### config.mk
export PLATFORM = sky130hd
export DESIGN_NAME = custom_stream_v2_0_buffer
export DESIGN_NICKNAME = d
export VERILOG_FILES = /design/src/rtl/custom_stream_v2_0_pkg.sv /design/src/rtl/custom_stream_v2_0_fifo.sv /design/src/rtl/custom_stream_v2_0_buffer.sv
export SDC_FILE = /design/constraint.sdc
export NUM_CORES = 1
export LEC_CHECK = 0
export CAP_MARGIN = 20
export CORE_MARGIN = 3
export CORE_UTILIZATION = 40
export CTS_BUF_LIST = sky130_fd_sc_hd__clkbuf_8
export CTS_CLUSTER_DIAMETER = 80
export DETAILED_ROUTE_END_ITERATION = 10
export GPL_ROUTABILITY_DRIVEN = 0
export GPL_TIMING_DRIVEN = 0
export MAX_ROUTING_LAYER = met4
export PLACE_DENSITY = 0.61
export SETUP_SLACK_MARGIN = 0.2
export SLEW_MARGIN = 20
export SYNTH_ARGS = -nofsm -noshare
export SYNTH_HDL_FRONTEND = slang
export SYNTH_SLANG_ARGS = --single-unit
### constraint.sdc
create_clock -name cs_clk -period 9.8 [get_ports cs_clk]
set_clock_uncertainty 0.2 [all_clocks]
set_input_delay 0.98 -clock cs_clk [delete_from_list [all_inputs] [get_ports cs_clk]]
set_output_delay 0.98 -clock cs_clk [all_outputs]
set_load 0.03 [all_outputs]
### src/rtl/custom_stream_v2_0_pkg.sv
// Shared types and constants for the custom-stream v2 buffer.
package custom_stream_v2_0_pkg;

  localparam int unsigned CNT_W_DEF = 16;

  typedef enum logic [1:0] {
    SYNC = 2'd0,
    PASS = 2'd1,
    DROP = 2'd2
  } ingress_state_t;

  // Stored entry is {fs, user, addr, data}.
  function automatic int unsigned entry_width(input int unsigned addr_w, input int unsigned data_w);
    return addr_w + data_w + 2;
  endfunction

endpackage

### src/rtl/custom_stream_v2_0_fifo.sv
// Synchronous FIFO: registered wrap-bit pointers, combinational read data.
module custom_stream_v2_0_fifo #(
  parameter int unsigned W     = 8,
  parameter int unsigned DEPTH = 16,
  localparam int unsigned AW   = $clog2(DEPTH),
  localparam int unsigned PW   = AW + 1
) (
  input  logic          clk,
  input  logic          rst,
  input  logic          wr_en,
  input  logic [W-1:0]  wr_data,
  input  logic          rd_en,
  output logic [W-1:0]  rd_data,
  output logic          full,
  output logic          empty,
  output logic [PW-1:0] level
);

  logic [W-1:0]  mem [DEPTH];
  logic [PW-1:0] wr_ptr;
  logic [PW-1:0] rd_ptr;
  logic          wr_ok;
  logic          rd_ok;

  assign level   = wr_ptr - rd_ptr;
  assign full    = (level == PW'(DEPTH));
  assign empty   = (wr_ptr == rd_ptr);
  assign wr_ok   = wr_en & ~full;
  assign rd_ok   = rd_en & ~empty;
  assign rd_data = mem[rd_ptr[AW-1:0]];

  always_ff @(posedge clk or posedge rst) begin
    if (rst) begin
      wr_ptr <= '0;
      rd_ptr <= '0;
    end else begin
      if (wr_ok) wr_ptr <= wr_ptr + PW'(1);
      if (rd_ok) rd_ptr <= rd_ptr + PW'(1);
    end
  end

  // Storage is deliberately not reset.
  always_ff @(posedge clk) begin
    if (wr_ok) mem[wr_ptr[AW-1:0]] <= wr_data;
  end

endmodule

### src/rtl/custom_stream_v2_0_buffer.sv
// v1 push stream to v2 valid/ready stream with frame alignment, tail dropping
// on overflow, and frame/drop statistics.
module custom_stream_v2_0_buffer
  import custom_stream_v2_0_pkg::*;
#(
  parameter int unsigned ADDR_W = 32,
  parameter int unsigned DATA_W = 32,
  parameter int unsigned DEPTH  = 16,
  parameter int unsigned CNT_W  = CNT_W_DEF,
  localparam int unsigned LW    = $clog2(DEPTH) + 1
) (
  input  logic              cs_clk,
  input  logic              cs_rst,
  input  logic              s_valid,
  input  logic              s_fs,
  input  logic              s_user,
  input  logic [ADDR_W-1:0] s_addr,
  input  logic [DATA_W-1:0] s_data,
  output logic              m_valid,
  input  logic              m_ready,
  output logic              m_fs,
  output logic              m_user,
  output logic [ADDR_W-1:0] m_addr,
  output logic [DATA_W-1:0] m_data,
  output logic [LW-1:0]     level,
  output logic              overflow,
  input  logic              clr_ovf,
  output logic [CNT_W-1:0]  drop_cnt,
  output logic [CNT_W-1:0]  frame_cnt
);

  typedef struct packed {
    logic              fs;
    logic              user;
    logic [ADDR_W-1:0] addr;
    logic [DATA_W-1:0] data;
  } entry_t;

  localparam int unsigned EW = entry_width(ADDR_W, DATA_W);
  localparam logic [CNT_W-1:0] CNT_MAX = {CNT_W{1'b1}};

  ingress_state_t state;
  ingress_state_t state_next;
  entry_t         wr_entry;
  logic [EW-1:0]  head_raw;
  entry_t         head;
  logic           full;
  logic           empty;
  logic           wr_en;
  logic           drop;
  logic           pop;

  assign wr_entry = '{fs: s_fs, user: s_user, addr: s_addr, data: s_data};
  assign head     = entry_t'(head_raw);

  custom_stream_v2_0_fifo #(
    .W     (EW),
    .DEPTH (DEPTH)
  ) u_fifo (
    .clk     (cs_clk),
    .rst     (cs_rst),
    .wr_en   (wr_en),
    .wr_data (wr_entry),
    .rd_en   (pop),
    .rd_data (head_raw),
    .full    (full),
    .empty   (empty),
    .level   (level)
  );

  always_ff @(posedge cs_clk or posedge cs_rst) begin
    if (cs_rst) state <= SYNC;
    else        state <= state_next;
  end

  always_comb begin
    state_next = state;
    unique case (state)
      SYNC: if (s_valid && s_fs && !full) state_next = PASS;
      PASS: if (s_valid && full)          state_next = DROP;
      DROP: if (s_valid && s_fs && !full) state_next = PASS;
      default:                            state_next = SYNC;
    endcase
  end

  // Words seen in SYNC vanish silently; only PASS/DROP losses are counted.
  always_comb begin
    wr_en = 1'b0;
    drop  = 1'b0;
    unique case (state)
      SYNC: wr_en = s_valid & s_fs & ~full;
      PASS: begin
        wr_en = s_valid & ~full;
        drop  = s_valid & full;
      end
      DROP: begin
        wr_en = s_valid & s_fs & ~full;
        drop  = s_valid & ~(s_fs & ~full);
      end
      default: ;
    endcase
  end

  // Egress fields are zeroed whenever nothing is presented.
  assign m_valid = ~empty;
  assign m_fs    = m_valid & head.fs;
  assign m_user  = m_valid & head.user;
  assign m_addr  = m_valid ? head.addr : '0;
  assign m_data  = m_valid ? head.data : '0;
  assign pop     = m_valid & m_ready;

  // A drop coinciding with a clear wins: the count restarts at one.
  always_ff @(posedge cs_clk or posedge cs_rst) begin
    if (cs_rst) begin
      overflow <= 1'b0;
      drop_cnt <= '0;
    end else if (drop) begin
      overflow <= 1'b1;
      if (clr_ovf)                  drop_cnt <= CNT_W'(1);
      else if (drop_cnt != CNT_MAX) drop_cnt <= drop_cnt + CNT_W'(1);
    end else if (clr_ovf) begin
      overflow <= 1'b0;
      drop_cnt <= '0;
    end
  end

  always_ff @(posedge cs_clk or posedge cs_rst) begin
    if (cs_rst)              frame_cnt <= '0;
    else if (pop && head.fs) frame_cnt <= frame_cnt + CNT_W'(1);
  end

endmodule

==> results.toml <==
[outcome]
outcome = "finished, final reports clean"

[critical_path]
reg2reg_slack_ns = 3.92
worstPathArrival_ns = 6.20
cp-end-kind = "primary output"
worstReg2RegEnd = "u_fifo.mem[3][14]$_DFFE_PP_"
max_stage_delay_ns = 0.81
path_class = "reg2out"
critPathTopFamily = "buffers and inverters"
path_common_cell = "clkbuf_1"
critPathMaxFanout = 11
critPathRequiredTime_ns = 8.62
critPathBufInv = 7
crit_cells = 11
cp-endpoint = "m_data[2]"
path_cells = "clkbuf_1, inv_1, buf_2, buf_2, ha_1, nand4_1, or2_0, clkbuf_1, clkbuf_1, and2_1, clkdlybuf4s50_1"
critPathSlowestCell = "clkbuf_1"
r2r_start = "u_fifo.rd_ptr[2]$_DFFE_PP0P_"
crit_path_start = "u_fifo.rd_ptr[3]$_DFFE_PP0P_"
critPathLaunchType = "flip-flop"
reg2reg_depth = 15

[cells_and_area]
nets = 2279
drive_gt1_frac = 0.2762
multi_input_area_mm2 = 0.009328
final-seq-area_mm2 = 0.03284
area_growth_pct = 17.68
stdcell_count = 3716
nFillCells = 8547

[routing]
num_vias = 20460
avgViaCountPerCell = 5.506
drtPass1Iterations = 6
drc = 0
drtIter0Drc = 2115
ant_nets = 0
wl_um = 102700
detail_route.wl_per_cell_um = 27.65

[clock_tree]
cts_tree = "yes"
postCtsResizedCells = 0
cts_hold_buf = 0
clock-sinks = 1101
clockBufferDepth = 3
root_buffer = "clkbuf_8"
clock_latency_ns = 0.83
numCtsBuffers = 174
post_cts.repair.setup_buffers = 0
clk_pin_slew_worst_paths_ns = 0.06
ctsHtreeMaxLevel = 4

[placement]
place_hpwl_um = 61330
dp_cells = 3394
port_buffers = 174

[logic_synthesis]
synth_compound_area_frac = 0.005800
synthesis.area_mm2 = 0.04249
syn_area_per_cell_um2 = 23.65
synth-xor-area-share = 0.005153
synth-simple-area-share = 0.02473
ys_warn_count = 0
synthMuxAreaShare = 0.1765
syn_nets = 1886
synth-adder-area-share = 0.005477
syn_inst = 1797
yosysUniqueCellTypes = 52
synth_top_family_by_area = "multiplexers"
ys_ff_latch = 1101
synth-seq-area-share = 0.7727

[pwr]
finalPower_uw = 14760
max-vdd-ir-drop_v = 0.0002515
leakagePower_uw = 0.01587
p_per_area_mw_per_mm2 = 295.2

[sta]
drv_slew = 0
rsz0062_at_grt = "no"
fmax_mhz = 135.6
slew_headroom = 0.3177
min_period_ns = 7.375
period_share = 0.7526
hold_viol = 0
holdWs_ns = 0.2915
worst_slew_pin_slew_ns = 1.023
setup_violations = 0

[global_routing]
grt_pass1_vias = 21400
grtUsageMet2 = 0.3064
grt-ovfl-total = 0
grt-busiest-layer = "met2"
grt_max_degree = 35
antenna_found_initial = 10
grtUsageMet3 = 0.04154
use_met1 = 0.2588
grt_pass1_wl_um = 149100
grtUsageTotal = 0.1937

[hold_path]
hp-class = "reg2reg"

[floorplanning]
die_area_mm2 = 0.1102
rows = 118
die_y_um = 331.9
core_area_mm2 = 0.1045
io_pins = 176
die_w_um = 331.9
start_util = 0.4065

[flow_run]
max-cap-violations = 0
cell usage in the layout (no fill, tap or decap), drive strengths merged, types with 12 or more instances in the layout:
master,n
a21oi,12
and2,69
and3,18
buf,65
clkbuf,243
clkdlybuf4s50,174
clkinv,63
dfrtp,45
diode,12
edfxtp,1056
ha,17
inv,77
mux4,330
nand2,19
nand3,14
xnor2,20
sequential cells by signal (all words and copies together) (netlist names):
| name | cells |
|---|---|
| drop_cnt | 16 |
| u_fifo.rd_ptr | 5 |
| u_fifo.mem | 1056 |
| u_fifo.wr_ptr | 5 |
| state | 2 |
| overflow | 1 |
| frame_cnt | 16 |
worst min-delay path by stage:
stage                                  from                            to  depth (start not counted)
6_report       u_fifo.wr_ptr[4]$_DFFE_PP0P_  u_fifo.wr_ptr[4]$_DFFE_PP0P_                          1
3_5_place_dp   u_fifo.wr_ptr[4]$_DFFE_PP0P_  u_fifo.wr_ptr[4]$_DFFE_PP0P_                          1
4_1_cts                              cs_rst      frame_cnt[9]$_DFFE_PP0P_                          2
2_1_floorplan  u_fifo.wr_ptr[4]$_DFFE_PP0P_  u_fifo.wr_ptr[4]$_DFFE_PP0P_                          1
5_1_grt        u_fifo.wr_ptr[4]$_DFFE_PP0P_  u_fifo.wr_ptr[4]$_DFFE_PP0P_                          1
3_3_place_gp      frame_cnt[15]$_DFFE_PP0P_     frame_cnt[15]$_DFFE_PP0P_                          1
synth_stat cells, drive strengths merged:
library cell	number	area share
edfxtp	1056	0.75
mux4	330	0.17
and2	69	0.010
clkbuf	62	0.0055
dfrtp	45	0.026
buf	27	0.0029
xnor2	20	0.0041
nand2	19	0.0017
and3	18	0.0027
ha	17	0.0050
inv	15	0.0013
nand3	14	0.0016
a21oi	12	0.0014
o21ai	11	0.0014
nand4	10	0.0015
nor2	10	0.00088
or3	10	0.0016
nor2b	6	0.00088
mux2	5	0.0013
nor3	5	0.00059
xor2	5	0.0010
and4	4	0.00082
o31ai	3	0.00053
or4	3	0.00053
nor4	2	0.00044
nor4b	2	0.00041
or2	2	0.00029
a2111oi	1	0.00065
a211oi	1	0.00018
a21o	1	0.00021
a31o	1	0.00021
a31oi	1	0.00015
and2b	1	0.00021
and3b	1	0.00021
fa	1	0.00047
mux2i	1	0.00024
nor3b	1	0.00018
o21bai	1	0.00026
o221a	1	0.00026
o22ai	1	0.00015
o31a	1	0.00021
o32ai	1	0.00021
cell families (layout without fill, tap and decap cells):
kind of cell	count (synthesis)	count (layout)
muxes	336	336
and+or+nand+nor	177	177
AOI/OAI and AO/OA	36	36
adders and majority gates	18	18
DFF	1101	1101
xor gates and xnor gates	25	25
buffers and inverters	104	631
other	0	12
stage by stage:
stage,cell area (µm²),setup TNS (ns),worst slack (ns),utilization
floorplan,42490,0,1.650,-
global placement,45960,-397.51,-6.034,0.4397
detailed placement,46850,0,3.263,0.4482
CTS,49960,0,2.329,0.4780
global route,50000,0,2.104,0.4784
finish,50010,0,2.425,0.4784
area by class of cell:
cell class	instances	area share
clock buffers	176	0.04844
diodes	12	0.0006005
flip-flops and latches	1101	0.6566
well taps	1380	0.03453
clock inverters	134	0.01374
plain buffers	89	0.007606
repair buffers	217	0.05084
inverters	15	0.001126
multi-input cells	592	0.1865
metal layers:
layer,wire length (µm),vias up
met3,7655,158
li1,-,8485
met4,1840,0
met1,42700,11010
met5,0,-
met2,50540,812
where the power goes:
part	internal, µW	switching, µW	total [µW]	leakage, µW
Clock	1780	1750	3530	0.00177
Sequential	5550	110	5660	0.0101
Combinational	2470	3110	5580	0.00398
No activity file was read; power rests on OpenSTA's default activity.
